**src/rtl/ct_mod_calendar.sv**
```systemverilog
// ct_mod_calendar: day/month/year calendar counter with Gregorian leap years, validated load and end-of-month/year flags
module ct_mod_calendar #(
  parameter int X = 31,
  parameter int Y = 30,
  parameter int Z = 28,
  parameter int YEAR_W = 7,
  parameter int BASE_YEAR = 2000,
  parameter bit LEAP_EN = 1'b1
) (
  input  logic              clk,
  input  logic              rst,
  input  logic              en,
  input  logic              load,
  input  logic [4:0]        ld_day,
  input  logic [3:0]        ld_month,
  input  logic [YEAR_W-1:0] ld_year,
  output logic [6:0]        day_out,
  output logic [3:0]        month_out,
  output logic [YEAR_W-1:0] year_out,
  output logic              leap,
  output logic              z,
  output logic              z_year,
  output logic              load_err
);
  logic [6:0] day;
  logic [3:0] month;
  logic [YEAR_W-1:0] year;
  logic [6:0] dim_cur;
  logic ld_ok;
  function automatic logic is_leap(input logic [YEAR_W-1:0] yr);
    int ya;
    ya = BASE_YEAR + int'(yr);
    return LEAP_EN && (ya % 4 == 0) && ((ya % 100 != 0) || (ya % 400 == 0));
  endfunction
  function automatic logic [6:0] dim(input logic [3:0] m, input logic [YEAR_W-1:0] yr);
    return (m == 4'd4 || m == 4'd6 || m == 4'd9 || m == 4'd11) ? 7'(Y) :
           (m == 4'd2) ? 7'(Z) + {6'd0, is_leap(yr)} : 7'(X);
  endfunction
  always_comb begin
    dim_cur = dim(month, year);
    ld_ok = ld_month >= 4'd1 && ld_month <= 4'd12 && ld_day != 5'd0 &&
            {2'b00, ld_day} <= dim(ld_month, ld_year);
    leap = is_leap(year);
    z = day == dim_cur;
    z_year = z && month == 4'd12;
  end
  assign day_out = day;
  assign month_out = month;
  assign year_out = year;
  always_ff @(posedge clk) begin
    if (rst) begin
      day <= 7'd1;
      month <= 4'd1;
      year <= '0;
      load_err <= 1'b0;
    end else begin
      load_err <= load && !ld_ok;
      if (load) begin
        if (ld_ok) begin
          day <= {2'b00, ld_day};
          month <= ld_month;
          year <= ld_year;
        end
      end else if (en) begin
        day <= (day < dim_cur) ? day + 7'd1 : 7'd1;
        if (day >= dim_cur) begin
          month <= (month < 4'd12) ? month + 4'd1 : 4'd1;
          if (month >= 4'd12) year <= year + 1'b1;
        end
      end
    end
  end
endmodule

```
**config.mk**
```make
export PLATFORM = sky130hd
export DESIGN_NAME = ct_mod_calendar
export DESIGN_NICKNAME = d
export VERILOG_FILES = /design/src/rtl/ct_mod_calendar.sv
export SDC_FILE = /design/constraint.sdc
export NUM_CORES = 1
export LEC_CHECK = 0
export CELL_PAD_IN_SITES_DETAIL_PLACEMENT = 0
export CELL_PAD_IN_SITES_GLOBAL_PLACEMENT = 2
export CORE_UTILIZATION = 37
export CTS_CLUSTER_DIAMETER = 60
export DETAILED_ROUTE_END_ITERATION = 16
export PLACE_DENSITY_LB_ADDON = 0.1
export SYNTH_ARGS = -nofsm -noshare
export SYNTH_HDL_FRONTEND = slang
export SYNTH_SLANG_ARGS = --single-unit
```
**constraint.sdc**
```tcl
create_clock -name clk -period 20.2 [get_ports clk]
set_input_delay 4.04 -clock clk [delete_from_list [all_inputs] [get_ports clk]]
set_output_delay 4.04 -clock clk [all_outputs]
set_load 0.01 [all_outputs]
```
### Word-level counts from Yosys, hierarchy flattened

Index checks and enable logic that the tools add are counted.

* latch bits: 0
* memories kept: 0
* logic and storage cells: 86
* flip-flop bits (word level): 19
* input bits: 20
* bits in writable memories: 0
* ROM bits: 0
* output and inout bits: 22

* reduce and logical (&&, ||, !) cells: 31
* bitwise operators: 2
* shift operators: 0
* add/subtract/negate cells: 7
* equality and inequality tests: 13
* magnitude comparators: 7
* multiplexer cells: 18
* multiply operators: 0
* div/mod/pow operators: 4

Operators with widths (number)
* 32-bit zero test: 4
* 32-bit by 10-bit modulo with 32-bit output, second input constant: 2
* 32-bit by 8-bit modulo with 32-bit output, second input constant: 2
* 32-bit nonzero test: 2
* 7-bit 2-to-1 mux: 9
* 11-bit by 7-bit adder with 12-bit output, first input constant: 2
* 6-bit 2-to-1 mux: 4
* 4-bit equality test, second input constant: 5
* 4-bit 2-to-1 mux: 5
* 4-bit by 3-bit equality test with 1-bit output, second input constant: 4
* 7-bit by 1-bit adder with 7-bit output, second input constant: 2
* 5-bit by 1-bit adder with 6-bit output, first input constant: 2
* 4-bit by 2-bit equality test with 1-bit output, second input constant: 2
* 1-bit logical OR: 8
* 7-bit by 6-bit equality test with 1-bit output: 1
* 7-bit by 6-bit >= comparator with 1-bit output: 1
* 1-bit logical AND: 7
* 7-bit by 6-bit less-than comparator with 1-bit output: 1
* 5-bit by 6-bit <= comparator with 1-bit output: 1
* 2-bit nonzero test: 3
* 5-bit nonzero test: 1
* 4-bit by 1-bit adder with 4-bit output, second input constant: 1
* 4-bit by 1-bit >= comparator with 1-bit output, second input constant: 1
* 4-bit >= comparator, second input constant: 1
* other kinds (9): 11

### Longest topological paths before layout

* word-level depth: 12
* gate-level depth with buffers: 36
* depth with buffers taken out: 33

### Worst setup path before layout

Ideal clock, no wire load.

* kind: input port to flip-flop
* from: input ld_year[4]
* to: register year[3], in the netlist year_out[3]
* setup slack: 10106 ps
* required time: 20072 ps
* library setup time: 128 ps
* path buffers: 3
* arrival: 9967 ps
* stages on the path: 32
* cells stage by stage: ha_1 > inv_1 > ha_1 > clkbuf_1 > inv_1 > ha_1 > clkbuf_1 > nor2_1 > nor2_1 > nor3_1 > o41ai_2 > maj3_1 > a221oi_1 > nor3_1 > o32ai_1 > o21bai_1 > a21oi_1 > a2111oi_0 > a2111oi_0 > a31oi_1 > ha_1 > a21oi_1 > nand4_1 > o21ai_0 > nor2_1 > mux2i_1 > a21o_1 > nor2_1 > clkbuf_1 > o21ai_0 > a22oi_1 > nor2_1

* longest elaborated chain between the ends: 12
* elaborated cells between the ends (all ways): 14
* those cells by class: add/sub (2); div (2); order compare (1); eq/ne (1); mux (2); reduce/logical (6)

Ends and longest elaborated chain
* start, declared: RTL line 16 `input logic [YEAR_W-1:0] ld_year,`
* 11-bit by 7-bit adder with 12-bit output *: RTL line 32 `ya = BASE_YEAR + int'(yr);`
* 32-bit by 8-bit modulo with 32-bit output or 32-bit by 10-bit modulo with 32-bit output (tied branches): RTL line 33 `return LEAP_EN && (ya % 4 == 0) && ((ya % 100 != 0) || (ya % 400 == 0));`
* 32-bit nonzero test or 32-bit zero test (tied branches): RTL line 33
* 1-bit logical OR *: RTL line 33
* 1-bit logical AND *: RTL line 33
* 5-bit by 1-bit adder with 6-bit output *: RTL line 37 `(m == 4'd2) ? 7'(Z) + {6'd0, is_leap(yr)} : 7'(X);`
* 6-bit 2-to-1 mux *: RTL line 37
* 6-bit 2-to-1 mux *: RTL line 36 `return (m == 4'd4 || m == 4'd6 || m == 4'd9 || m == 4'd11) ? 7'(Y) :`
* 5-bit by 6-bit <= comparator with 1-bit output (implied by the code) *: RTL line 42 `{2'b00, ld_day} <= dim(ld_month, ld_year);`
* 1-bit logical AND *: RTL line 41 `ld_ok = ld_month >= 4'd1 && ld_month <= 4'd12 && ld_day != 5'd0 &&`
* 2-bit by 1-bit inequality test with 1-bit output (no line) *
* 4-bit AND reduction (no line) *
* end signal, assigned: RTL line 62 `year <= ld_year;`
* end signal, assigned: RTL line 68 `if (month >= 4'd12) year <= year + 1'b1;`
* end, declared: RTL line 27 `logic [YEAR_W-1:0] year;`

Every way passes the cells marked *; elsewhere a longest branch is shown, timed or not.
A chain may end at the register's enable or synchronous reset.

### Worst setup path after layout

* from: input ld_year[4]
* to: register year[4], in the netlist year_out[4]

* longest elaborated chain between the ends: 12
* elaborated cells between the ends (all ways): 16
* those cells by class: add/sub (2); div (2); order compare (1); eq/ne (1); mux (4); reduce/logical (6)

Ends and longest elaborated chain (RTL line)
* 11-bit by 7-bit adder with 12-bit output: 32
* 32-bit by 8-bit modulo with 32-bit output or 32-bit by 10-bit modulo with 32-bit output (tied branches): 33
* 32-bit nonzero test or 32-bit zero test (tied branches): 33
* 1-bit logical OR: 33
* 1-bit logical AND: 33
* 5-bit by 1-bit adder with 6-bit output: 37
* 6-bit 2-to-1 mux: 37
* 6-bit 2-to-1 mux: 36
* 5-bit by 6-bit <= comparator with 1-bit output (implied by the code): 42
* 1-bit logical AND: 41
* 2-bit by 1-bit inequality test with 1-bit output (no line)
* 4-bit AND reduction (no line)

Parallel ways exist; a longest one is shown, timed or not. The select of a mux whose other input is x is not followed.

==> impl_metrics.csv <==
group,metric,value,unit
outcome,status,"finished clean",
global_routing,grt_usage,22.1,%
sta,rsz0062_at_grt,"no",
logic_synthesis,synth_top_family_by_area,"compound AO/OA/AOI/OAI gates",
setup_path,critPathBufInv,3,
setup_path,path_depth,29,
logic_synthesis,yosysWarningCount,0,
die,die_x,113,µm
setup_path,cpMostUsedCell,"ha_1",
die,initial_core_util,38.1,%
logic_synthesis,ys_ff_latch,19,
logic_synthesis,synthMuxAreaShare,4.98,%
setup_path,worstPathArrival,12.57,ns
die,fp-row-count,40,
place,routabilityCongestion,0.912,
cts,root_buffer,"clkbuf_16",
sta,slew_viol_final,0,
setup_path,worstSetupPathType,"input port to register",
logic_synthesis,yosysSeqAreaShare,8.32,%
logic_synthesis,synth_top_area_share,8.32,%
global_routing,gr-total-overflow,0,
cells_and_area,antenna_cells,0,
detailed_routing,drc,0,
logic_synthesis,synth_area_leaders,"dfxtp_1 8.3%, ha_1 6.8%, nor2_1 5.3%",
setup_path,reg2reg_depth,28,
cells_and_area,instances_no_fill,816,
cells_and_area,syn_to_final_growth,12.1,%
sta,hold_viol,0,
detailed_routing,routedWlPerCell,17.2,µm
cts,cts_made_buffers,3,
sta,fin_ws,7.74,ns
cells_and_area,final_area,0.00512,mm²
sta,fin_skew,0.00217,ns
cts,cts_buffer_depth,2,
logic_synthesis,syn_nets,693,
sta,tns,0,ns
cells_and_area,n_fill_cell,1263,
logic_synthesis,ys.flop_type,"dfxtp_1",
logic_synthesis,ys_types,101,
cts,clk_latency,0.25,ns
hold_path,min_path_cells,2,
logic_synthesis,synth-edff-count,0,
power_and_ir_drop,peakVddDrop,0.0258,mV
detailed_routing,drt_iter0_markers,405,
power_and_ir_drop,power_density,60.0,mW/mm²
logic_synthesis,synthXorXnorAreaFrac,5.31,%
place,place_inst,812,
setup_path,max_stage_delay,0.65,ns
logic_synthesis,synthAdderAreaFrac,7.06,%
job,drv_cap,0,
cells_and_area,drive_above_1_share,7.77,%
sta,fin_crit,12.46,ns
die,core-area,0.0120,mm²
place,portBuffers,41,
place,place_area,0.00505,mm²
global_routing,antenna_found_initial,0,
cts,cts_tree,"built",
setup_path,critPathLaunchType,"input port",
detailed_routing,routed_via_density,6.32,
logic_synthesis,yosysTopAreaCell,"dfxtp_1",
sta,max_slew_margin,40.3,%
logic_synthesis,synth_compound_area_share,38.9,%
detailed_routing,postRouteAntennaNets,0,
detailed_routing,routed-via-count,5160,
sta,period_share,61.7,%
logic_synthesis,async_flop_share,0,%
place,dp_hpwl,10900,µm
sta,timing.hold.ws,0.557,ns
setup_path,crit_slowest_cell,"clkdlybuf4s50_1",
power_and_ir_drop,leakage,1.90,nW
cts,cts_hold_buf,0,
cts,htree_levels,1,
cts,ctsResizeCount,0,
logic_synthesis,avgSynthCellArea,7.06,µm²
sta,fmaxAchievable,0.0803,GHz
logic_synthesis,synthesis.area,0.00457,mm²
sta,setup-violations-final,0,
detailed_routing,wirelength,14000,µm
setup_path,path_delay_family,"simple AND/OR/NAND/NOR gates",
sta,worst_pin_slew,0.870,ns
place,dp_slack,7.57,ns
hold_path,hold_path.class,"register to register",
die,fp.dieArea,0.0128,mm²
cts,post_cts_buffers,0,
logic_synthesis,yosys.area_share.simple,29.8,%
global_routing,grt_pass1_vias,4854,
cts,clk_pin_slew,0.06,ns
global_routing,grt_pass1_wl,23700,µm
setup_path,worstPathMaxFanout,16,
setup_path,crit_path_end_kind,"register",
cts,cts.sinks,19,
die,pin_count,42,
die,die_h,113,µm
global_routing,grt_max_degree,34,
logic_synthesis,syn-instance-count,648,
cells_and_area,nets,715,
detailed_routing,dr.pass1.iters,5,
setup_path,cp_data_required_time,20.31,ns
final cells by class:
type | count | area, µm² | area share [%]
sequential | 19 | 380 | 7.42
clock buffer | 4 | 78.8 | 1.54
inverter | 30 | 114 | 2.22
timing repair buffer | 44 | 433 | 8.45
tap | 147 | 184 | 3.59
multi-input combinational | 572 | 3940 | 76.8
sequential cells by signal (all words and copies together) (netlist names):
signal	count
day_out	7
year_out	7
month_out	4
load_err	1
cells by family after synthesis:
logic type | after synthesis
xor+xnor | 26
fa+ha+maj | 26
mux | 21
compound gates | 242
simple gates | 257
flops | 19
buf+inv | 57
cell usage in the layout (no fill, tap or decap), types with 7 or more instances in the layout:
| master | count |
|---|---|
| o211ai_1 | 10 |
| or4_1 | 9 |
| a22oi_1 | 7 |
| ha_1 | 25 |
| a32oi_1 | 7 |
| o21ai_0 | 39 |
| nand3_1 | 25 |
| dfxtp_1 | 19 |
| nand2_1 | 47 |
| mux2i_1 | 14 |
| and2_1 | 7 |
| a21o_1 | 8 |
| a21oi_1 | 44 |
| a211oi_1 | 7 |
| nor2_1 | 64 |
| nor4_1 | 11 |
| xnor2_1 | 20 |
| nor3_1 | 22 |
| a211o_1 | 7 |
| a221oi_1 | 8 |
| and3_1 | 9 |
| o21ai_1 | 8 |
| nor2b_1 | 8 |
| a31oi_1 | 13 |
| clkdlybuf4s50_1 | 41 |
| nand2b_1 | 15 |
| o31ai_1 | 7 |
| inv_1 | 26 |
routing by layer:
| metal | up-vias | track usage, % | share of wire (%) |
|---|---|---|---|
| li1 | 2566 | - | - |
| met1 | 2419 | 29.4 | 47 |
| met2 | 145 | 37.4 | 46 |
| met3 | 30 | 2.52 | 4.2 |
| met4 | 0 | 6.32 | 2.3 |
| met5 | - | 0 | 0 |
metrics by stage:
stage	power, mW	util [%]
after floorplan	0.214	-
after CTS	0.306	42.7
final	0.308	42.7
after detailed placement	0.263	42.0
after global placement	0.264	42.0
after global routing	0.334	42.7
final timing paths:
path,from,end,slack (ns)
hold reg to reg,year_out[1]$_SDFFE_PP0P_,year_out[1]$_SDFFE_PP0P_,0.56
setup / recovery,ld_year[4],year_out[4]$_SDFFE_PP0P_,7.74
setup reg to reg,year_out[4]$_SDFFE_PP0P_,year_out[4]$_SDFFE_PP0P_,11.76
hold / removal,year_out[1]$_SDFFE_PP0P_,year_out[1]$_SDFFE_PP0P_,0.56
power breakdown:
part	internal, mW	switching, mW
Sequential	0.0397	0.00423
Combinational	0.0885	0.134
Clock	0.0269	0.0144
Total	0.155	0.153
Yosys cell counts (8+ instances only):
| library cell | number |
|---|---|
| a31oi_1 | 13 |
| ha_1 | 25 |
| dfxtp_1 | 19 |
| xnor2_1 | 20 |
| nand2_1 | 47 |
| nand2b_1 | 15 |
| nand3_1 | 25 |
| nor2_1 | 64 |
| nor3_1 | 22 |
| inv_1 | 26 |
| a21oi_1 | 44 |
| o21ai_0 | 39 |
| clkbuf_1 | 16 |
| o21ai_1 | 8 |
| mux2i_1 | 14 |
| or4_1 | 9 |
| o211ai_1 | 10 |
| nor4_1 | 11 |
| a221oi_1 | 8 |
| nor2b_1 | 8 |
| a21o_1 | 8 |
| and3_1 | 9 |
worst min-delay path, stage by stage, from the launching register on:
cell and delay, ns:
dfxtp_1 0.35, nor2_1 0.11, a211oi_1 0.05
No activity file was read; power rests on OpenSTA's default activity.
